**config.mk**
```make
export PLATFORM = sky130hd
export DESIGN_NAME = header_run_detect
export DESIGN_NICKNAME = d
export VERILOG_FILES = /design/src/rtl/header_run_detect_pkg.sv /design/src/rtl/header_run_detect_word_match.sv /design/src/rtl/header_run_detect.sv
export SDC_FILE = /design/constraint.sdc
export NUM_CORES = 1
export LEC_CHECK = 0
export ABC_AREA = 1
export BUFFER_PORTS_ARGS = -buffer_cell sky130_fd_sc_hd__buf_2
export CAP_MARGIN = 15
export CORE_ASPECT_RATIO = 1.5
export CORE_MARGIN = 8
export CORE_UTILIZATION = 30
export CTS_CLUSTER_DIAMETER = 200
export CTS_CLUSTER_SIZE = 28
export DETAILED_ROUTE_END_ITERATION = 6
export HOLD_SLACK_MARGIN = 0.15
export PLACE_DENSITY = 0.5
export SKIP_LAST_GASP = 1
export SLEW_MARGIN = 20
export SYNTH_ARGS = -nofsm -noshare
export SYNTH_HDL_FRONTEND = slang
export SYNTH_SLANG_ARGS = --single-unit
```
**constraint.sdc**
```tcl
create_clock -name clk -period 1.95 [get_ports clk]
set_clock_uncertainty 0.2 [all_clocks]
set_input_delay 0.0975 -clock clk [delete_from_list [all_inputs] [get_ports clk]]
set_output_delay 0.0975 -clock clk [all_outputs]
set_load 0.005 [all_outputs]
```
**src/rtl/header_run_detect_pkg.sv**
```systemverilog
// Shared types and constants for the SFP header-run detector and its word matcher.
package header_run_detect_pkg;

  localparam int unsigned        DATA_W_DEF      = 16;
  localparam int unsigned        HDR_COUNT_DEF   = 6;
  localparam int unsigned        CNT_W_DEF       = 4;
  localparam logic [15:0]        HEADER_WORD_DEF = 16'hBC50;
  localparam logic [1:0]         KCHAR_LOW       = 2'b01;

  typedef enum logic [1:0] {
    ST_IDLE   = 2'd0,
    ST_COUNT  = 2'd1,
    ST_LOCKED = 2'd2
  } hdr_state_e;

endpackage

```
**src/rtl/header_run_detect_word_match.sv**
```systemverilog
// Combinational header-word compare; HDR_KCHAR_CHECK_EN also requires a K-char on the low byte.
module header_word_match
  import header_run_detect_pkg::*;
#(
  parameter int unsigned          DATA_W      = DATA_W_DEF,
  parameter logic [DATA_W-1:0]    HEADER_WORD = DATA_W'(HEADER_WORD_DEF)
) (
  input  logic              rx_valid,
  input  logic [DATA_W-1:0] rx_data,
  input  logic [1:0]        rx_charisk,
  output logic              match_c
);

`ifdef HDR_KCHAR_CHECK_EN
  assign match_c = rx_valid && (rx_data == HEADER_WORD) && (rx_charisk == KCHAR_LOW);
`else
  logic unused_charisk_c;
  assign unused_charisk_c = ^rx_charisk;
  assign match_c = rx_valid && (rx_data == HEADER_WORD);
`endif

endmodule

```
**src/rtl/header_run_detect.sv**
```systemverilog
// Locks onto a run of HDR_COUNT consecutive header words and flags it, with a delayed copy
// for the downstream falling-edge stage. Optional macro: HDR_KCHAR_CHECK_EN.
module header_run_detect
  import header_run_detect_pkg::*;
#(
  parameter int unsigned          DATA_W      = DATA_W_DEF,
  parameter logic [DATA_W-1:0]    HEADER_WORD = DATA_W'(HEADER_WORD_DEF),
  parameter int unsigned          HDR_COUNT   = HDR_COUNT_DEF,
  parameter int unsigned          CNT_W       = CNT_W_DEF
) (
  input  logic              clk,
  input  logic              rst_n,
  input  logic              rx_valid,
  input  logic [DATA_W-1:0] rx_data,
  input  logic [1:0]        rx_charisk,
  output logic              hdr_sig,
  output logic              hdr_pre_sig,
  output logic              hdr_err,
  output logic [CNT_W-1:0]  run_cnt,
  output logic              out_valid,
  output logic [DATA_W-1:0] out_data
);

  localparam logic [CNT_W-1:0] CNT_ONE  = CNT_W'(1);
  localparam logic [CNT_W-1:0] CNT_LOCK = CNT_W'(HDR_COUNT);

  logic              match_c;
  hdr_state_e        state_q, state_d;
  logic [CNT_W-1:0]  cnt_q, cnt_d;
  logic              sig_q, sig_d;
  logic              pre_q, pre_d;
  logic              err_q, err_d;
  logic              ov_q, ov_d;
  logic [DATA_W-1:0] od_q, od_d;

  header_word_match #(
    .DATA_W      (DATA_W),
    .HEADER_WORD (HEADER_WORD)
  ) u_match (
    .rx_valid   (rx_valid),
    .rx_data    (rx_data),
    .rx_charisk (rx_charisk),
    .match_c    (match_c)
  );

  // Next-state: only valid words advance the run; idle cycles hold everything but the pulse.
  always_comb begin
    state_d = state_q;
    cnt_d   = cnt_q;
    sig_d   = sig_q;
    err_d   = 1'b0;
    pre_d   = sig_q;
    ov_d    = rx_valid;
    od_d    = rx_valid ? rx_data : od_q;
    if (rx_valid) begin
      unique case (state_q)
        ST_IDLE: begin
          if (match_c) begin
            cnt_d   = CNT_ONE;
            state_d = ST_COUNT;
          end
        end
        ST_COUNT: begin
          if (match_c) begin
            cnt_d = cnt_q + CNT_ONE;
            if ((cnt_q + CNT_ONE) == CNT_LOCK) begin
              state_d = ST_LOCKED;
              sig_d   = 1'b1;
            end
          end else begin
            err_d   = 1'b1;
            cnt_d   = '0;
            state_d = ST_IDLE;
          end
        end
        ST_LOCKED: begin
          if (match_c) begin
            cnt_d = CNT_LOCK;
          end else begin
            sig_d   = 1'b0;
            cnt_d   = '0;
            state_d = ST_IDLE;
          end
        end
        default: begin
          state_d = ST_IDLE;
          cnt_d   = '0;
          sig_d   = 1'b0;
        end
      endcase
    end
  end

  always_ff @(posedge clk or negedge rst_n) begin
    if (!rst_n) begin
      state_q <= ST_IDLE;
      cnt_q   <= '0;
      sig_q   <= 1'b0;
      pre_q   <= 1'b0;
      err_q   <= 1'b0;
      ov_q    <= 1'b0;
      od_q    <= '0;
    end else begin
      state_q <= state_d;
      cnt_q   <= cnt_d;
      sig_q   <= sig_d;
      pre_q   <= pre_d;
      err_q   <= err_d;
      ov_q    <= ov_d;
      od_q    <= od_d;
    end
  end

  assign hdr_sig     = sig_q;
  assign hdr_pre_sig = pre_q;
  assign hdr_err     = err_q;
  assign run_cnt     = cnt_q;
  assign out_valid   = ov_q;
  assign out_data    = od_q;

endmodule

```
Yosys cells after proc, flatten, opt, wreduce, memory -nomap -nowiden. Cells that the tools add are included.

Bits in writable memories: 0. Bits in read-only memories: 0. Register bits: 26. Memories: 0. Latch bits: 0. Input port bits: 21. Word-level logic and storage cells: 39.

Div/mod/pow operators: 0. Add/sub/neg operators: 1. Bitwise gates (word level): 1. Mux-type cells: 16. Shift-type cells: 0. Reduce and logical (&&, ||, !) cells: 5. $mul: 0. $lt $le $gt $ge: 0. Eq/ne operators: 9.

Operators with widths (number): == test 16 bit, second input constant (1); one-hot mux 4 bit (3 select lines) (1); 2-to-1 mux 2 bit (4); 2-to-1 mux 4 bit (2); inequality test 2 bit, second input constant (4); 2-to-1 mux 1 bit (6); one-hot mux 2 bit (3 select lines) (1); AND reduction 5 bit (1); adder 4 x 1 -> 4 bit, second input constant (1); == test 4 x 3 -> 1 bit, second input constant (1); AND reduction 4 bit (1); 2-to-1 mux 3 bit (1); inequality test 3 bit, second input constant (1); one-hot mux 1 bit (3 select lines) (1); == test 2 x 1 -> 1 bit, second input constant (1); == test 2 bit, second input constant (1); zero test 2 bit (1); AND reduction 2 bit (1); logical AND 1 bit (1); NOT 1 bit (1).

Logic depth before layout (Yosys ltp). Gate-level depths: netlist of run 1.

Depth in word-level cells: 5. Depth in mapped cells: 10. Mapped depth without buffers: 10.

By module. Synthesis of run 1 repeated with hierarchy kept, for this count alone.

Cells, all modules: 157. Area total of the unflattened synthesis: 1206.2 µm².

Modules (own cells, without submodules): header_run_detect (area an instance 1138.6 µm², times used 1, cells an instance 140); header_word_match (area an instance 67.6 µm², times used 1, cells an instance 17).

Least setup slack after synthesis of run 1. Ideal clock, no wire load.

Path type: reg-to-reg. Start point: register cnt_q[0] (netlist: run_cnt[0]). End point: register sig_q (netlist: hdr_sig). Stages on the path, launching flop included: 8. Arrival time: 1213 ps. Library setup time: 117 ps. Data required time: 1633 ps. Setup slack: 420 ps. Buffers on the path: 0. Clock period less this slack: 1530 ps. Cells stage by stage: dfrtp_1 ha_1 xor2_1 nand3_1 nand2_1 nand4_1 nand2_1 nand2_1.

Word-level cells in the longest chain between the ends: 4.

Ends and longest elaborated chain: start, declared (RTL line header_run_detect.sv:29) `logic [CNT_W-1:0] cnt_q, cnt_d;`; start signal, assigned (RTL line header_run_detect.sv:105) `cnt_q <= cnt_d;`; adder 4 x 1 -> 4 bit (RTL line header_run_detect.sv:66) `if ((cnt_q + CNT_ONE) == CNT_LOCK) begin`; == test 4 x 3 -> 1 bit (RTL line header_run_detect.sv:66); inequality test 2 bit (no line); AND reduction 5 bit (no line); end signal, assigned (RTL line header_run_detect.sv:106) `sig_q <= sig_d;`; end, declared (RTL line header_run_detect.sv:30) `logic sig_q, sig_d;`.

No other way between the ends. A chain may end at the register's enable or synchronous reset.

Final worst setup path of run 1.
Start point: input rx_valid. End point: register state_q[0].

Word-level cells in the longest chain between the ends: 3.

Ends and longest elaborated chain: start, declared (RTL line header_run_detect.sv:13) `input logic rx_valid,`; logical AND 1 bit (RTL line header_run_detect_word_match.sv:19) `assign match_c = rx_valid && (rx_data == HEADER_WORD);`; inequality test 3 bit (no line) (tied with other cells); AND reduction 4 bit (no line) / one-hot mux 2 bit (3 select lines) (equally long branches); end signal, assigned (RTL line header_run_detect.sv:104) `state_q <= state_d;`; end, declared (RTL line header_run_detect.sv:28) `hdr_state_e state_q, state_d;`.

Parallel ways exist; a longest one is shown, timed or not.

==> results of run 1 <==
[report_power, final]
part	total [uW]	leakage, uW	switching [uW]	internal, uW
Clock	348	0.0000288	167	180
Combinational	341	0.000663	194	147
Sequential	642	0.000328	46.1	596
[kinds of logic after synthesis]
kind of cell | synth area share [%]
buffers and inverters | 7.008
AND/OR/NAND/NOR | 36.36
XOR/XNOR | 0.6630
AO/OA/AOI/OAI | 4.829
adder cells (fa/ha/maj) | 1.894
flip-flops | 49.24
[metrics by stage]
stage	std cells	utilization, %	total power [uW]
after global placement	245	36.99	959.7
after global routing	275	44.42	1424
final	275	44.42	1330
after detailed placement	245	36.99	961.1
after CTS	275	44.42	1358
after floorplan	160	-	832.5
[how the worst min path moves through the flow]
stage,slack [ns],from,end
global placement,-0.05,rst_n,run_cnt[1]$_DFFE_PN0P_
detailed placement,-0.05,rst_n,run_cnt[1]$_DFFE_PN0P_
global route,0.22,rst_n,out_data[4]$_DFFE_PN0P_
CTS,0.18,rst_n,run_cnt[2]$_DFFE_PN0P_
finish,0.16,rst_n,run_cnt[1]$_DFFE_PN0P_
floorplan,-0.40,rst_n,hdr_err$_DFF_PN0_
[registers in the layout, indices dropped and copies added (netlist names)]
name	flops
out_data	16
run_cnt	4
state_q	2
hdr_err	1
hdr_pre_sig	1
hdr_sig	1
out_valid	1
[timing repair]
| action | in CTS | in global routing |
|---|---|---|
| hold buffers | 26 | 0 |
| resized for setup | 0 | 0 |
| endpoints found under the hold margin | 47 | 0 |
[cell usage after synthesis]
| master | n | share of area [%] |
|---|---|---|
| xor2_1 | 1 | 0.66 |
| nand2_2 | 1 | 0.47 |
| inv_2 | 4 | 1.1 |
| inv_1 | 14 | 4.0 |
| o21ai_0 | 9 | 3.4 |
| nand2_4 | 2 | 1.7 |
| nor2_2 | 4 | 1.9 |
| clkbuf_1 | 2 | 0.57 |
| o22ai_1 | 1 | 0.47 |
| nand4_1 | 5 | 2.4 |
| nor3_1 | 1 | 0.38 |
| buf_6 | 1 | 0.85 |
| dfrtp_1 | 26 | 49 |
| ha_1 | 2 | 1.9 |
| inv_4 | 1 | 0.47 |
| nand3b_4 | 1 | 1.5 |
| nor2_1 | 11 | 3.1 |
| nand2_1 | 56 | 16 |
| nor2_4 | 3 | 2.6 |
| o211ai_2 | 1 | 0.95 |
| nand3_1 | 11 | 4.2 |
| nand3_2 | 3 | 2.3 |
[per-layer routing]
metal / track usage [%] / part of all wire [%]
met1: 12.46 / 46
met2: 18.35 / 49
met3: 2.965 / 4.8
met4: 2.795 / 0.84
met5: 0 / 0
[layout make-up]
cell class	count	area (sq um)	area share (%)
flip-flops and latches	26	650.6	34.51
multi-input cells	112	578.1	30.66
repair buffers	68	470.5	24.95
inverters	19	73.82	3.915
well taps	46	57.56	3.052
clock buffers	4	55.05	2.920
[critical path: stages]
cell and delay, ns:
dlygate4sd3_1 0.52, buf_2 0.26, nand2_1 0.12, inv_2 0.07
nand4_1 0.13, nor2_4 0.23, nand2_4 0.10, nand2_2 0.07
inv_2 0.03, nand3_1 0.06, nand2_1 0.05
==> results by group, run 1 <==
Logic synthesis
  • Mean Syn Cell Area: 8.258 sq um
  • Gate Count Post-Synth: 160
  • Yosys cell types: 22
  • Sequential area share after synthesis: 49.24%
  • Yosys reg bits: 26
  • Synth Net Count: 183
  • Cell Area, Synth: 1321 sq um
  • Yosys Warn Count: 0

Setup path
  • Reg-to-reg endpoint: hdr_sig$_DFFE_PN0P_
  • Worst Setup EP: state_q[0]$_DFFE_PN0P_
  • Critical path launch point type: input port
  • Reg2reg setup slack: 0.32 ns
  • Crit Reg-Reg Startpoint: run_cnt[0]$_DFFE_PN0P_
  • Reg2reg path depth: 7
  • WP data required: 1.92 ns
  • Critical path class: in -> reg
  • Crit path from: rx_valid
  • WP data arrival: 1.75 ns
  • CP max FO: 12
  • CP Capture Type: flip-flop

Detailed routing
  • DRC: 0
  • DR vias/cell: 4.476
  • First DRT Iteration DRCs: 28
  • Per-cell routed wire length: 12.58 um
  • Initial DRT Pass Iterations: 4
  • Drt total wl: 3.459 mm
  • Vias post-DR: 1231
  • Post-route ant nets: 0

Timing
  • Fin crit share: 91.39%
  • Final hold vios: 0
  • RSZ-0062 raised after global routing: no
  • Setup violations, final: 0
  • Highest clock rate: 0.5612 GHz
  • Least-Margin Pin Slew: 0.5912 ns
  • Worst slew margin: 60.59%
  • Hold slack final: 0.1583 ns
  • Tmin final: 1.782 ns
  • Post-route worst setup slack: 0.1679 ns
  • Post-Route Setup TNS: 0 ns
  • Max-slew violations: 0

GRT
  • Vias in the first global route: 1354
  • Total track usage: 10.64%
  • Initial antenna violation count: 0
  • Grt ovf: 0
  • First-pass GRT wire length: 6.175 mm
  • Largest net degree at the start of global routing: 27

Layout
  • Number of inserted diodes: 0
  • Design Area, Final: 1886 sq um
  • Syn-to-layout area delta: 42.71%
  • Commonest cells after routing, fill and taps aside: nand2_1 (56), buf_2 (42), dfrtp_1 (26), dlygate4sd3_1 (26), inv_1 (14)
  • Share of cells above drive strength 1: 28.82%
  • Leading cell type in the layout, fill and taps excluded: nand2_1
  • FILL cells: 408
  • Final Net Count: 253

Clock network
  • Clock root cell: clkbuf_8
  • CTS Buffer Depth: 2
  • Reg clk slew, reported paths: 0.09 ns
  • Clock Latency Late Sink: 0.27 ns
  • Clk sink count: 26
  • Post-CTS Setup Bufs: 0
  • H-tree depth: 1
  • CTS tree: done
  • CTS Buf Count: 3

Floorplanning
  • I/O pin count: 45
  • Core area: 4245 sq um
  • Horiz. Die Dim: 70.19 um
  • Die Y: 97.28 um
  • Die area: 6828 sq um
  • Row cnt: 29
  • Starting Density: 31.12%

Placed design
  • Placed instance area: 1570 sq um
  • Post-DP HPWL: 2.498 mm
  • Post-place setup slack: 0.3313 ns
  • IO Port Bufs: 42
  • RePlAce Congestion: 0.8150

Run status
  • Outcome: finished, final reports clean

Pwr
  • Worst VDD drop: 0.4030 mV
  • Pwr dens: 705.3 nW/um^2
  • Static leakage: 0.001019 uW

Worst hold path
  • Worst Hold Class: in -> async

Run
  • Total of max-cap violations: 0
(Power assumes the default switching activity.)
==> run 2, diff against run 1 <==
- CTS_BUF_LIST: unset -> sky130_fd_sc_hd__clkbuf_16
- PLACE_DENSITY: 0.5 -> 0.49
- clock period: 1.95 -> 1.65 ns (I/O delays scaled with it)
==> results by group, run 2 (synthesized netlist as in run 1, its figures left out) <==
Layout
  • Share of cells above drive strength 1: 31.62% (+2.8 points)
  • Syn-to-layout area delta: 51.80%
  • Max reg flops: 16 (unchanged)
  • Design Area, Final: 2006 sq um (+6.4%)
  • Number of inserted diodes: 0 (unchanged)
  • Leading cell type in the layout, fill and taps excluded: nand2_1
  • Commonest cells after routing, fill and taps aside: nand2_1 (52), buf_2 (34), dfrtp_1 (26), dlygate4sd3_1 (26), inv_1 (12)
  • Final Net Count: 258 (+2.0%)

Pwr
  • Flop pwr share: 42.6% (-5.6 points)
  • Switching Fraction: 29.77% (-0.87 points)
  • Pwr dens: 872.4 nW/um^2 (+24%)
  • Int Power: 1229 uW (+33%)
  • Static leakage: 0.001089 uW (+6.8%)
  • Clock share of power: 30.9% (+4.7 points)
  • Part of the power in combinational logic: 26.5% (+0.9 points)
  • Worst VDD drop: 0.4855 mV (+20%)
  • Sw Pwr: 520.9 uW (+28%)

GRT
  • Total track usage: 11.27% (+0.63 points)
  • Vias in the first global route: 1508 (+11%)
  • Initial antenna violation count: 0 (unchanged)
  • First-pass GRT wire length: 6.541 mm (+5.9%)
  • Largest net degree at the start of global routing: 27 (unchanged)
  • Grt ovf: 0 (unchanged)

Run
  • Total of max-cap violations: 0 (unchanged)

Detailed routing
  • Post-route ant nets: 0 (unchanged)
  • Uppermost layer routed: met4
  • Routed metal-1 wirelength: 1.501 mm (-4.9%)
  • Metal2 WL: 1.937 mm (+15%)
  • Vias post-DR: 1303 (+5.8%)
  • Initial DRT Pass Iterations: 4 (unchanged)
  • Per-cell routed wire length: 13.09 um (+4.0%)
  • DRC: 0 (unchanged)
  • Drt total wl: 3.664 mm (+5.9%)
  • Met3 wire len: 196 um (+18%)
  • First DRT Iteration DRCs: 54 (+93%)
  • DR vias/cell: 4.654 (+4.0%)

Floorplanning
  • I/O pin count: 45 (unchanged)
  • Core area: 4245 sq um (unchanged)
  • Die Y: 97.28 um (unchanged)
  • Starting Density: 31.12% (unchanged)
  • Row cnt: 29 (unchanged)
  • Die area: 6828 sq um (unchanged)
  • Horiz. Die Dim: 70.19 um (unchanged)

Clock network
  • CTS Buffer Depth: 2 (unchanged)
  • CTS Buf Count: 3 (unchanged)
  • H-tree depth: 1 (unchanged)
  • Clk sink count: 26 (unchanged)
  • CTS tree: done
  • Clock root cell: clkbuf_16
  • Reg clk slew, reported paths: 0.07 ns (-0.02 ns)
  • Clock Latency Late Sink: 0.26 ns (about the same)

Timing
  • Fin crit share: 95.59%
  • Least-Margin Pin Slew: 0.6077 ns (+0.01648 ns)
  • Final hold vios: 0 (unchanged)
  • Max-slew violations: 0 (unchanged)
  • Post-Route Setup TNS: 0 ns (unchanged)
  • Setup violations, final: 0 (unchanged)
  • Tmin final: 1.577 ns
  • Worst slew margin: 59.49% (-1.1 points)
  • Highest clock rate: 0.6340 GHz

Placed design
  • Placed instance area: 1600 sq um (+1.9%)
  • IO Port Bufs: 42 (unchanged)
  • Post-DP HPWL: 2.696 mm (+7.9%)
  • RePlAce Congestion: 0.8165 (+0.18%)

Worst hold path
  • Worst Hold Class: in -> async

Setup path
  • CP top delay family: simple AND/OR/NAND/NOR gates
  • WP data required: 1.60 ns (-0.32 ns)
  • Buffers plus inverters on the worst setup path: 0 (-4)
  • CP max FO: 3 (-9)
  • WP data arrival: 1.53 ns (-0.22 ns)
  • CP max-delay cell: dfrtp_1
  • Critical path class: reg -> reg
  • Critical path cell sequence: ha_1 -> xor2_1 -> nand3_1 -> nand3_2 -> nand3_2 -> nand2_1 -> nand2_1
  • CP Capture Type: flip-flop
  • Critical path launch point type: flip-flop
  • CP max stage delay: 0.38 ns (-0.14 ns)

Run status
  • Outcome: finished, final reports clean
==> run 2: changes by cell type in the layout (fill, tap and decap cells not counted), moves of 3 or more <==
cell and delta:
buf_4 +9, buf_2 -8, clkbuf_8 -4, nand2_1 -4, nand2_2 +4, clkbuf_16 +3
dlymetal6s4s_1 +3
==> run 2: power groups by stage <==
stage / Sequential (uW) / Combinational [uW] / Clock, uW
detailed placement: 757 / 412 / 0
floorplan: 770 / 213 / 0
global route: 753 / 528 / 579
global placement: 752 / 398 / 0
finish: 745 / 463 / 541
CTS: 745 / 463 / 559
==> run 2: layer usage <==
layer	up-vias	GRT usage, %
li1	652	-
met4	0	3.416
met5	-	0
met3	2	3.476
met2	29	20.89
met1	620	11.55
==> run 2: final timing paths <==
kind,startpoint,endpoint,slack (ns),cells after the start
setup / recovery,run_cnt[0]$_DFFE_PN0P_,state_q[0]$_DFFE_PN0P_,0.07,7
hold / removal,rst_n,run_cnt[3]$_DFFE_PN0P_,0.16,2
setup reg to reg,run_cnt[0]$_DFFE_PN0P_,state_q[0]$_DFFE_PN0P_,0.07,7
hold reg to reg,hdr_sig$_DFFE_PN0P_,hdr_pre_sig$_DFF_PN0_,0.20,0
max in group asynchronous,rst_n,out_data[14]$_DFFE_PN0P_,0.69,2
min in group clk,rx_data[2],hdr_sig$_DFFE_PN0P_,0.18,7
==> run 2: stage by stage <==
stage,std cells,util (%),total power (uW),setup slack (ns),hold WS [ns]
after detailed placement,249,37.70,1169,0.09572,-0.06185
after CTS,281,46.15,1767,0.004395,0.1836
after global placement,249,37.70,1150,0.1210,-0.07865
final,280,47.24,1750,0.07279,0.1646
after global routing,280,47.24,1860,-0.0007708,0.2270
after floorplan,160,-,983.8,0.1197,-0.4131
==> run 2: timing repair <==
item,CTS,global route
hold endpoints to repair,47,1
gates resized for setup,0,12
setup endpoints to repair,0,11
hold buffers,28,1
buffers inserted,0,6
==> run 2: cell type report <==
type                            instances  area (sq um)
Clock buffer                            3         75.07
Timing Repair Buffer                   73         546.8
Sequential cell                        26         650.6
Clock inverter                          1         3.754
Inverter                               19         73.82
Tap cell                               46         57.56
Fill cell                             424          2240
Multi-Input combinational cell        112         598.1
